==> config.mk <==
export PLATFORM = sky130hd
export DESIGN_NAME = mul_add_pipe
export DESIGN_NICKNAME = d
export VERILOG_FILES = /design/src/rtl/mul_add_pipe_pkg.sv /design/src/rtl/mul_add_pipe_slice.sv /design/src/rtl/mul_add_pipe.sv
export SDC_FILE = /design/constraint.sdc
export NUM_CORES = 2
export LEC_CHECK = 0
export CAP_MARGIN = 20
export CORE_UTILIZATION = 42
export CTS_CLUSTER_SIZE = 24
export DETAILED_ROUTE_END_ITERATION = 7
export HOLD_SLACK_MARGIN = 0.08
export PLACE_DENSITY = 0.58
export SYNTH_ARGS = -nofsm -noshare
export SYNTH_HDL_FRONTEND = slang
export SYNTH_SLANG_ARGS = --single-unit
==> constraint.sdc <==
create_clock -name clk -period 7.75 [get_ports clk]
set_input_delay 1.55 -clock clk [delete_from_list [all_inputs] [get_ports clk]]
set_output_delay 1.55 -clock clk [all_outputs]
set_load 0.02 [all_outputs]
==> src/rtl/mul_add_pipe_pkg.sv <==
// Shared types for the mul_add_pipe multiply-add pipeline.
// Payload words are sized for the widest supported WIDTH; upper bits stay zero.
package mul_add_pipe_pkg;

    localparam int unsigned PIPE_DEPTH = 3;
    localparam int unsigned MAX_WIDTH  = 64;

    typedef logic [MAX_WIDTH-1:0] word_t;

    typedef struct packed {
        word_t x;
        word_t y;
        word_t z;
        logic  acc;
    } s0_t;

    typedef struct packed {
        word_t p;
        word_t z;
        logic  acc;
    } s1_t;

endpackage

==> src/rtl/mul_add_pipe_slice.sv <==
// Generic valid/ready register slice: one beat of storage, full throughput.
module mul_add_pipe_slice
    import mul_add_pipe_pkg::*;
#(
    parameter int unsigned W = 1
) (
    input  logic         clk,
    input  logic         rst_n,
    input  logic         valid_i,
    output logic         ready_o,
    input  logic [W-1:0] data_i,
    output logic         valid_o,
    input  logic         ready_i,
    output logic [W-1:0] data_o
);

    logic         valid_q, valid_d;
    logic [W-1:0] data_q,  data_d;

    assign ready_o = !valid_q || ready_i;

    always_comb begin
        valid_d = valid_q;
        data_d  = data_q;
        if (valid_i && ready_o) begin
            valid_d = 1'b1;
            data_d  = data_i;
        end else if (ready_i) begin
            valid_d = 1'b0;
        end
    end

    always_ff @(posedge clk or negedge rst_n) begin
        if (!rst_n) begin
            valid_q <= 1'b0;
            data_q  <= '0;
        end else begin
            valid_q <= valid_d;
            data_q  <= data_d;
        end
    end

    assign valid_o = valid_q;
    assign data_o  = data_q;

endmodule

==> src/rtl/mul_add_pipe.sv <==
// Three-stage back-pressured multiply-add: out = (x*y + (acc ? acc_q : z)) mod 2^WIDTH.
// S0 holds operands, S1 holds the truncated product, S2 holds the sum.
module mul_add_pipe
    import mul_add_pipe_pkg::*;
#(
    parameter int unsigned WIDTH = 32
) (
    input  logic             clk,
    input  logic             rst_n,
    input  logic             in_valid,
    output logic             in_ready,
    input  logic [WIDTH-1:0] in_x,
    input  logic [WIDTH-1:0] in_y,
    input  logic [WIDTH-1:0] in_z,
    input  logic             in_acc,
    output logic             out_valid,
    input  logic             out_ready,
    output logic [WIDTH-1:0] out_data,
    output logic [WIDTH-1:0] acc_value,
    output logic             busy
);

    if (WIDTH < 2 || WIDTH > MAX_WIDTH) begin : g_bad_width
        $error("mul_add_pipe: WIDTH out of range");
    end

    s0_t s0_in, s0_q;
    s1_t s1_in, s1_q;

    logic [PIPE_DEPTH-1:0] stage_valid;
    logic                  ready1, ready2;

    logic [WIDTH-1:0] prod;
    logic [WIDTH-1:0] addend;
    logic [WIDTH-1:0] sum;
    logic [WIDTH-1:0] s2_q;
    logic [WIDTH-1:0] acc_q, acc_d;

    always_comb begin
        s0_in     = '0;
        s0_in.x   = word_t'(in_x);
        s0_in.y   = word_t'(in_y);
        s0_in.z   = word_t'(in_z);
        s0_in.acc = in_acc;
    end

    mul_add_pipe_slice #(
        .W($bits(s0_t))
    ) u_s0 (
        .clk     (clk),
        .rst_n   (rst_n),
        .valid_i (in_valid),
        .ready_o (in_ready),
        .data_i  (s0_in),
        .valid_o (stage_valid[0]),
        .ready_i (ready1),
        .data_o  (s0_q)
    );

    // Operands are zero-extended, so the low WIDTH bits of the wide product are exact.
    assign prod = WIDTH'(s0_q.x * s0_q.y);

    always_comb begin
        s1_in     = '0;
        s1_in.p   = word_t'(prod);
        s1_in.z   = s0_q.z;
        s1_in.acc = s0_q.acc;
    end

    mul_add_pipe_slice #(
        .W($bits(s1_t))
    ) u_s1 (
        .clk     (clk),
        .rst_n   (rst_n),
        .valid_i (stage_valid[0]),
        .ready_o (ready1),
        .data_i  (s1_in),
        .valid_o (stage_valid[1]),
        .ready_i (ready2),
        .data_o  (s1_q)
    );

    assign addend = s1_q.acc ? acc_q : WIDTH'(s1_q.z);
    assign sum    = WIDTH'(s1_q.p) + addend;

    mul_add_pipe_slice #(
        .W(WIDTH)
    ) u_s2 (
        .clk     (clk),
        .rst_n   (rst_n),
        .valid_i (stage_valid[1]),
        .ready_o (ready2),
        .data_i  (sum),
        .valid_o (stage_valid[2]),
        .ready_i (out_ready),
        .data_o  (s2_q)
    );

    // Accumulator follows every beat entering S2, so chained acc beats need no bubble.
    assign acc_d = (stage_valid[1] && ready2) ? sum : acc_q;

    always_ff @(posedge clk or negedge rst_n) begin
        if (!rst_n) begin
            acc_q <= '0;
        end else begin
            acc_q <= acc_d;
        end
    end

    assign out_valid = stage_valid[2];
    assign out_data  = s2_q;
    assign acc_value = acc_q;
    assign busy      = |stage_valid;

endmodule
# Word level (Yosys, flattened, before mapping)
# Index checks and enable logic that the tools add are counted.
# classes
n_shift,0
multipliers,1
div,0
reduce_logical,13
eq_ne,0
bitwise_logic,0
n_addsub,1
mux,7
magnitude_cmp,0
# ops
op,count
$add 32x32->32,1
$mul 32x32->32,1
$mux 32,1
$mux 1,6
$reduce_bool 2->1,3
$logic_and 1x1->1,3
$logic_not 1->1,3
$logic_or 1x1->1,3
$reduce_or 3->1,1
# totals
out_inout_bits,67
elab_cells,28
n_memories,0
ff_bits,197
ram_bits,0
mem_bits_ro,0
latchBits,0
in_bits,101

# Depth between registers and ports, before layout
# Gate-level depths: netlist of run 1.
# logic_depth
word_depth,6
depth_mapped,27

# Hierarchy
# Synthesis of run 1 repeated with hierarchy kept, for this count alone.
# unflattened
hier_cells,2800
hier_area_um2,33194.3
# modules_own_cells
module,n_inst,area_each_um2,cells_each
mul_add_pipe,1,18624.1,2042
mul_add_pipe_slice at u_s0,1,7916.3,411
mul_add_pipe_slice at u_s1,1,5262.5,276
mul_add_pipe_slice at u_s2,1,1391.3,71

# Least setup slack after synthesis of run 1
# OpenSTA, ideal clock, no wires.
# synth_timing
path_type,reg2reg
start,register u_s0.data_q[71] (netlist: u_s0.data_o[71])
end,register u_s1.data_q[94] (netlist: u_s1.data_o[94])
path_stages_with_launch,25
period_less_slack_ns,6.908
arrival_time_ns,6.777
path_buffers,2
setup_time_ns,0.131
t_required_ns,7.619
path_slack_ns,0.842
cell_sequence,dfrtp_1 clkbuf_1 clkbuf_1 and2_1 fa_1 fa_1 fa_1 inv_1 fa_1 inv_1 fa_1 inv_1 fa_1 inv_1 fa_1 fa_1 ha_1 nand4_1 or2_2 o311ai_4 a31oi_1 nor4b_4 or3_1 xor2_1 o21ai_1
# synth_via
elab_chain_len,1
# synth_lines
element,line,source
start: declaration,mul_add_pipe_slice.sv:18,"logic [W-1:0] data_q, data_d;"
start signal: assignment,mul_add_pipe_slice.sv:39,data_q <= data_d;
$mul 32x32->32,mul_add_pipe.sv:61,assign prod = WIDTH'(s0_q.x * s0_q.y);
end signal: assignment,mul_add_pipe_slice.sv:39,
end: declaration,mul_add_pipe_slice.sv:18,
# No other way between the ends.
# A chain may end at the register's enable or synchronous reset.

# Final worst setup path of run 1
# layout_timing
start,register u_s0.data_q[68] (netlist: u_s0.data_o[68])
end,register u_s1.data_q[96] (netlist: u_s1.data_o[96])
# The elaborated chain is that of the path after synthesis.

==> run_results.csv, run 1 <==
group,metric,value,unit
timing,hold_ws,0.494,ns
synthesis,synthCells,2540,
clock_tree,postCtsSetupBuffers,0,
routing,drt_iter0_markers,866,
global_routing,grt_max_degree,102,
synthesis,synth.avg_cell_area,9.87,sq um
clock_tree,clk_latency,0.49,ns
timing,maxSlewViolCount,0,
place,placedCellCount,3374,
die,die_h,246,um
timing,finalHoldViolCount,0,
global_routing,grt_overflow,0,
clock_tree,ctsLongestPathBuffers,2,
timing,finalCritPeriodShare,0.947,
die,num_rows,89,
synthesis,synth_ff_type,"dfrtp_1",
routing,drt_wl_total,62400,um
setup_path,worst-path-max-fanout,17,
die,core,0.0590,sq mm
synthesis,synth_cell_types,61,
clock_tree,clock_sinks,197,
finish,antennaDiodeCount,0,
setup_path,path_common_cell,"fa_1",
routing,via_per_inst,5.04,
die,die_w,246,um
setup_path,cp.arrival,7.68,ns
routing,vias,17200,
setup_path,path_cells,"and2_1, fa_1, inv_1, fa_1, fa_1, fa_1, inv_1, fa_1, inv_1, fa_1, inv_1, fa_1, fa_1, ha_1, nand4_1, or2_2, o311ai_4, a31oi_1, nor4b_4, o41ai_2, xnor2_1, o21ai_1",
global_routing,grt_pass1_vias,18500,
clock_tree,cts_resized,0,
place,place_congestion,0.879,
global_routing,grt_util_met3,0.0406,
finish,nets,3284,
synthesis,synth-seq-cells,197,
worst_hold_path,holdPathStages,2,
global_routing,grt_pass1_wl,102000,um
routing,ant_nets,0,
setup_path,worstPathRequired,8.09,ns
synthesis,synth_top_cells_by_area,"fa_1 (33%), dfrtp_1 (20%), ha_1 (7.7%), mux2_2 (7.4%), and2_1 (6.8%)",
clock_tree,clk_pin_slew,0.08,ns
clock_tree,htreeDepth,4,
place,io_buffers,167,
routing,drc,0,
timing,layout_min_cycle_time,7.34,ns
synthesis,synth_edf_count,0,
worst_hold_path,hold_path_end,"u_s1.data_o[87]",
outcome,outcome,"completed",
finish,finalNonFillerCells,3406,
timing,timing.fmax,0.136,GHz
synthesis,synth.top_cell.area_share,0.327,
synthesis,synth_area,0.0251,sq mm
finish,n_fill_cell,5535,
synthesis,synth_seq_area_share,0.197,
place,dpl.hpwl,50500,um
clock_tree,clock-root-buffer,"clkbuf_16",
job,cap_violations,0,
finish,synthToLayoutAreaGrowth,11.9,%
routing,wl_per_cell,18.3,um
global_routing,grt_usage,0.219,
setup_path,r2r-end,"u_s1.data_o[96]",
timing,finalSetupViolCount,0,
routing,drtPass1Iterations,5,
global_routing,grtUsageMet1,0.308,
synthesis,synth_commonest_cells,"fa_1 (409), inv_1 (408), nand2_1 (355)",
synthesis,syn_nets,3204,
die,die-area,0.0607,sq mm
worst_hold_path,hold_class,"reg2reg",
setup_path,path_class,"reg2reg",
die,initial_core_util,0.425,
place,dpl_cell_area,0.0274,sq mm
synthesis,yosysMostFrequentCell,"fa_1",
setup_path,worstSetupStartpointType,"flip-flop",
synthesis,synth_async_sr_flop_share,1.00,
timing,grt_setup_unrepaired,"false",
finish,drive_above_1_share,0.103,
setup_path,r2r_cells,22,
finish,stdcell_area,0.0281,sq mm
clock_tree,cts_made_buffers,17,
synthesis,synth_area_leader_cell,"fa_1",
setup_path,worst_path_max_delay_cell,"fa_1",
die,io_pins,168,
timing,worst_clock_skew,0.0160,ns
timing,relSlewSlack,0.320,
global_routing,antenna_found_initial,0,
clock_tree,cts_hold_buf,0,
global_routing,grt_util_met2,0.342,
clock_tree,cts_tree,"yes",
synthesis,yosysWarnings,0,
worst_hold_path,hp-start,"u_s1.data_o[87]",
timing,worst_pin_slew,1.02,ns
setup_path,critPathCaptureType,"flip-flop",
setup_path,crit_path_max_incr_delay,0.60,ns
global_routing,top_usage_layer,"met2",
timing,finalSetupTns,0,ns
setup_path,reg2reg_from,"u_s0.data_o[68]",
setup_path,r2r_setup_slack,0.41,ns
[worst max path at each step]
stage / start / end / slack [ns] / cells past startpoint
final: u_s0.data_o[68] / u_s1.data_o[96] / 0.41 / 22
after global routing: u_s0.data_o[132] / u_s1.data_o[96] / 0.03 / 23
after CTS: u_s0.data_o[68] / u_s1.data_o[96] / 0.40 / 22
after detailed placement: u_s0.data_o[68] / u_s1.data_o[96] / 0.38 / 22
after global placement: u_s0.data_o[68] / u_s1.data_o[96] / 0.58 / 22
after floorplan: u_s0.data_o[71] / u_s1.data_o[94] / 0.84 / 24
[area by class of cell]
class	count	area, sq um	area share
clock buffers	17	425	0.0152
clock inverters	15	199	0.00709
inverters	408	1530	0.0546
multi-input cells	1777	17900	0.638
flip-flops and latches	197	4930	0.176
well taps	773	967	0.0345
repair buffers	219	2090	0.0745
[routing by layer]
metal | vias to the layer above | wire (um)
met5 | - | 0
met4 | 0 | 1600
met3 | 78 | 3340
met2 | 434 | 27700
met1 | 8689 | 29700
li1 | 7951 | -
[sequential cells by signal, summed over array words and instances (netlist names)]
| register | cells |
|---|---|
| u_s2.data_o | 32 |
| u_s2.valid_o | 1 |
| u_s1.data_o | 65 |
| u_s0.valid_o | 1 |
| u_s1.valid_o | 1 |
| u_s0.data_o | 97 |
[through the flow]
step / setup slack [ns] / util
6_report: 0.409 / 0.475
5_1_grt: 0.0291 / 0.475
4_1_cts: 0.398 / 0.475
3_5_place_dp: 0.384 / 0.465
3_3_place_gp: 0.577 / 0.465
2_1_floorplan: 0.842 / -
[layout by cell type (no fill, tap or decap), types with 43 or more instances in the layout]
cell,instances
a21oi_1,43
and2_1,273
buf_4,50
clkdlybuf4s50_1,166
dfrtp_1,197
fa_1,409
ha_1,154
inv_1,408
mux2_2,165
nand2_1,352
o21ai_0,77
xnor2_1,69
[cells by family after synthesis]
logic type,synth area share
flops,0.197
compound gates,0.0545
mux,0.0761
xor+xnor,0.0367
simple gates,0.143
buf+inv,0.0895
fa+ha+maj,0.403
[critical path: cells and delay by family, from the launching register on]
family / cells / cell delay [ns]
xor gates and xnor gates: 1 / 0.16
buffers and inverters: 4 / 0.23
DFF: 1 / 0.58
AOI/OAI and AO/OA: 4 / 0.89
and+or+nand+nor: 4 / 0.88
adders and majority gates: 9 / 4.41
Power of run 1 is left out: the tool's default activity adds up to more than one toggle a clock period on the data nets, which glitch-free logic cannot reach.
==> run 2, diff against run 1 <==
--- a/config.mk
+++ b/config.mk
@@ -9,8 +9,9 @@
 export CORE_UTILIZATION = 42
 export CTS_CLUSTER_SIZE = 24
 export DETAILED_ROUTE_END_ITERATION = 7
+export DONT_BUFFER_PORTS = 1
 export HOLD_SLACK_MARGIN = 0.08
-export PLACE_DENSITY = 0.58
+export PLACE_DENSITY = 0.54
 export SYNTH_ARGS = -nofsm -noshare
 export SYNTH_HDL_FRONTEND = slang
 export SYNTH_SLANG_ARGS = --single-unit
==> run_results.csv, run 2 (synthesis results as in run 1) <==
group,metric,value,unit
place,placedCellCount,3205,
routing,ant_nets,0,
routing,highest_layer,"met4",
setup_path,worstSetupStartpointType,"flip-flop",
timing,finalSetupTns,0,ns
routing,dr_wl_met2,27400,um
finish,finalNonFillerCells,3244,
finish,largest_reg_flops,97,
finish,synthToLayoutAreaGrowth,5.19,%
global_routing,grt_usage,0.217,
clock_tree,clk_pin_slew,0.09,ns
routing,drc,0,
timing,finalSetupViolCount,0,
setup_path,r2r-end,"u_s1.data_o[94]",
clock_tree,postCtsSetupBuffers,0,
worst_hold_path,hold_class,"reg2reg",
clock_tree,clock_sinks,197,
outcome,outcome,"completed",
routing,vias,16500,
die,io_pins,168,
clock_tree,cts_tree,"yes",
die,num_rows,89,
clock_tree,ctsLongestPathBuffers,2,
global_routing,antenna_found_initial,5,
clock_tree,cts_made_buffers,17,
timing,finalCritPeriodShare,0.947,
routing,drt_iter0_markers,744,
timing,maxSlewViolCount,0,
routing,wl_met1,29900,um
worst_hold_path,hp-start,"u_s1.data_o[82]",
finish,layout_commonest_cell,"fa_1",
setup_path,r2r_cells,22,
timing,grt_setup_unrepaired,"false",
timing,fin_ws,0.410,ns
global_routing,grt_pass1_vias,18000,
setup_path,worst-path-max-fanout,16,
die,die_w,246,um
timing,relSlewSlack,0.296,
place,io_buffers,0,
routing,via_per_inst,5.09,
timing,worst_clock_skew,0.0197,ns
global_routing,grt_overflow,0,
clock_tree,clk_latency,0.51,ns
routing,drt_wl_total,62200,um
die,core,0.0590,sq mm
setup_path,critPathLaunch,"u_s0.data_o[71]",
die,die-area,0.0607,sq mm
worst_hold_path,hold_path_end,"u_s1.data_o[82]",
finish,nets,3115,
timing,timing.fmax,0.136,GHz
timing,finalHoldViolCount,0,
clock_tree,cts_hold_buf,0,
setup_path,path_class,"reg2reg",
setup_path,reg2reg_from,"u_s0.data_o[71]",
finish,layout_common_cells,"fa_1 (409), inv_1 (408), nand2_1 (352), and2_1 (273), dfrtp_1 (196)",
timing,worst_pin_slew,1.06,ns
setup_path,r2r_setup_slack,0.41,ns
timing,layout_min_cycle_time,7.34,ns
die,initial_core_util,0.425,
clock_tree,clock-root-buffer,"clkbuf_16",
worst_hold_path,holdPathStages,2,
die,die_h,246,um
routing,wl_per_cell,19.2,um
setup_path,critPathCaptureType,"flip-flop",
global_routing,grt_max_degree,198,
finish,fin_util,0.447,
setup_path,worstPathRequired,8.10,ns
job,cap_violations,0,
place,dpl.hpwl,49700,um
place,place_congestion,0.853,
finish,drive_above_1_share,0.110,
clock_tree,cts_resized,0,
place,pre_cts_ws,0.312,ns
setup_path,cp.arrival,7.69,ns
clock_tree,htreeDepth,4,
routing,wl_met3,3350,um
global_routing,grt_pass1_wl,101000,um
routing,drtPass1Iterations,5,
-- run 2: worst max-delay path by stage --
stage | end | slack, ns
5_1_grt | u_s1.data_o[95] | 0.0006
3_3_place_gp | u_s1.data_o[95] | 0.41
6_report | u_s1.data_o[94] | 0.41
2_1_floorplan | u_s1.data_o[94] | 0.84
3_5_place_dp | u_s1.data_o[95] | 0.31
4_1_cts | u_s1.data_o[95] | 0.34
-- run 2: worst max-delay path, stage by stage, from the launching register on --
cell	delay, ns
dfrtp_1	0.73
and2_1	0.24
fa_1	0.45
fa_1	0.49
fa_1	0.52
inv_1	0.05
fa_1	0.47
inv_1	0.06
fa_1	0.51
inv_1	0.08
fa_1	0.53
inv_1	0.05
fa_1	0.50
fa_1	0.42
ha_1	0.40
nand4_1	0.15
or2_2	0.33
o311ai_4	0.29
a31oi_1	0.16
nor4b_4	0.16
or3_1	0.38
xor2_1	0.14
o21ai_1	0.07
-- run 2: layout make-up --
class	instances	area [sq um]
fillers	5747	32600
clock buffers	18	439
flip-flops and latches	197	4930
clock inverters	14	194
diodes	7	17.5
repair buffers	50	375
well taps	773	967
multi-input cells	1777	17900
inverters	408	1530
-- run 2: per-layer routing --
layer	track usage	vias to the layer above
li1	-	7633
met1	0.309	8436
met2	0.332	379
met3	0.0437	75
met4	0.0666	0
met5	0	-
-- run 2: stage by stage --
stage                     hold WS [ns]  instance area [sq um]
after detailed placement         0.482                  25700
after CTS                        0.506                  26400
final                            0.496                  26400
after floorplan                  0.456                  25100
after global routing             0.519                  26400
after global placement           0.475                  25700
Power of run 2 is left out for the same reason.
==> run 3, diff against run 2 <==
--- a/config.mk
+++ b/config.mk
@@ -6,6 +6,7 @@
 export NUM_CORES = 2
 export LEC_CHECK = 0
 export CAP_MARGIN = 20
+export CORE_MARGIN = 2
 export CORE_UTILIZATION = 42
 export CTS_CLUSTER_SIZE = 24
 export DETAILED_ROUTE_END_ITERATION = 7
==> run_results.csv, run 3 (synthesis results as in run 1) <==
group,metric,value,unit
finish,drive_above_1_share,0.109,
setup_path,worstPathRequired,8.10,ns
setup_path,worstSetupStartpointType,"flip-flop",
global_routing,grt_pass1_wl,101000,um
place,io_buffers,0,
timing,finalHoldViolCount,0,
worst_hold_path,hp-start,"u_s1.data_o[84]",
finish,layout_common_cells,"fa_1 (409), inv_1 (408), nand2_1 (352), and2_1 (273), dfrtp_1 (196)",
place,dpl.hpwl,50300,um
setup_path,reg2reg_from,"u_s0.data_o[75]",
routing,drc,0,
setup_path,r2r_cells,23,
routing,vias,16600,
timing,worst_clock_skew,0.0224,ns
global_routing,grt_overflow,0,
die,initial_core_util,0.425,
routing,drtPass1Iterations,5,
routing,ant_nets,0,
timing,finalCritPeriodShare,0.940,
worst_hold_path,hold_class,"reg2reg",
finish,nets,3114,
setup_path,endpoint,"u_s1.data_o[96]",
setup_path,r2r_setup_slack,0.46,ns
clock_tree,postCtsSetupBuffers,0,
finish,synthToLayoutAreaGrowth,5.13,%
finish,stdcell_area,0.0264,sq mm
timing,grt_setup_unrepaired,"false",
global_routing,antenna_found_initial,7,
setup_path,path_class,"reg2reg",
die,die_w,248,um
finish,largest_reg_flops,97,
die,die_h,248,um
global_routing,grt_usage,0.215,
setup_path,r2r-end,"u_s1.data_o[96]",
clock_tree,cts_made_buffers,17,
setup_path,critPathLaunch,"u_s0.data_o[75]",
finish,layout_commonest_cell,"fa_1",
setup_path,critPathCaptureType,"flip-flop",
die,die-area,0.0617,sq mm
setup_path,cp.arrival,7.64,ns
setup_path,worst-path-max-fanout,17,
clock_tree,cts_tree,"yes",
timing,finalSetupViolCount,0,
timing,maxSlewViolCount,0,
timing,relSlewSlack,0.309,
outcome,outcome,"completed",
die,io_pins,168,
routing,via_per_inst,5.12,
routing,drt_wl_total,62400,um
routing,drt_iter0_markers,919,
clock_tree,htreeDepth,4,
routing,wl_per_cell,19.3,um
global_routing,grt_max_degree,198,
timing,worst_pin_slew,1.04,ns
clock_tree,clock_sinks,197,
clock_tree,clock-root-buffer,"clkbuf_16",
die,core,0.0590,sq mm
place,dpl_cell_area,0.0257,sq mm
job,cap_violations,0,
clock_tree,ctsLongestPathBuffers,2,
clock_tree,clk_latency,0.51,ns
timing,finalSetupTns,0,ns
timing,layout_min_cycle_time,7.29,ns
timing,timing.fmax,0.137,GHz
place,place_congestion,0.854,
clock_tree,clk_pin_slew,0.10,ns
global_routing,grt_pass1_vias,18300,
die,num_rows,89,
run 3: changes by cell type in the layout (fill, tap and decap cells not counted), moves of 2 or more:
| cell | previous run | this run |
|---|---|---|
| diode_2 | 7 | 4 |
| inv_6 | 2 | 5 |
| inv_8 | 3 | 1 |
| buf_4 | 50 | 48 |
| inv_12 | 3 | 1 |
run 3: layout make-up:
cell class,instances,area (sq um)
fillers,5707,32700
multi-input cells,1777,17900
flip-flops and latches,197,4930
inverters,408,1530
well taps,773,967
clock buffers,19,443
repair buffers,49,380
clock inverters,13,174
diodes,4,10.0
run 3: per-stage QoR:
stage	utilization	setup slack, ns	hold WS (ns)	instances
3_3_place_gp	0.436	0.566	0.475	3204
2_1_floorplan	-	0.842	0.456	2540
4_1_cts	0.446	0.449	0.505	3236
3_5_place_dp	0.436	0.440	0.480	3204
6_report	0.447	0.462	0.495	3240
5_1_grt	0.446	0.0742	0.525	3237
run 3: layer usage:
metal | share of wire | up-vias | GRT usage
met3 | 0.055 | 62 | 0.0431
met1 | 0.48 | 8513 | 0.306
met2 | 0.44 | 377 | 0.337
met4 | 0.018 | 6 | 0.0534
li1 | - | 7615 | -
met5 | 0.00066 | - | 0
run 3: worst min-delay path by stage:
stage / end / cells past startpoint / slack, ns
global placement: u_s1.data_o[65] / 2 / 0.47
floorplan: u_s1.data_o[65] / 2 / 0.46
CTS: u_s1.data_o[83] / 2 / 0.51
finish: u_s1.data_o[84] / 2 / 0.50
detailed placement: u_s1.data_o[83] / 2 / 0.48
global route: u_s1.data_o[5] / 1 / 0.53
run 3: critical path, cell delays in order, from the launching register on:
cell	delay (ns)
dfrtp_1	0.80
nand2_1	0.15
fa_1	0.40
inv_1	0.08
fa_1	0.43
fa_1	0.52
inv_1	0.05
fa_1	0.51
inv_1	0.07
fa_1	0.50
inv_1	0.05
fa_1	0.52
inv_1	0.05
fa_1	0.49
fa_1	0.42
ha_1	0.41
nand4_1	0.15
or2_2	0.32
o311ai_4	0.29
a31oi_1	0.16
nor4b_4	0.16
o41ai_2	0.36
xnor2_1	0.16
o21ai_1	0.07
run 3: timing repair:
item / in CTS / in global routing
hold buffers: 0 / 0
gates resized for setup: 0 / 2
endpoints found under the setup margin: 0 / 1
hold endpoints to repair: 0 / 0
Power of run 3 is left out for the same reason.
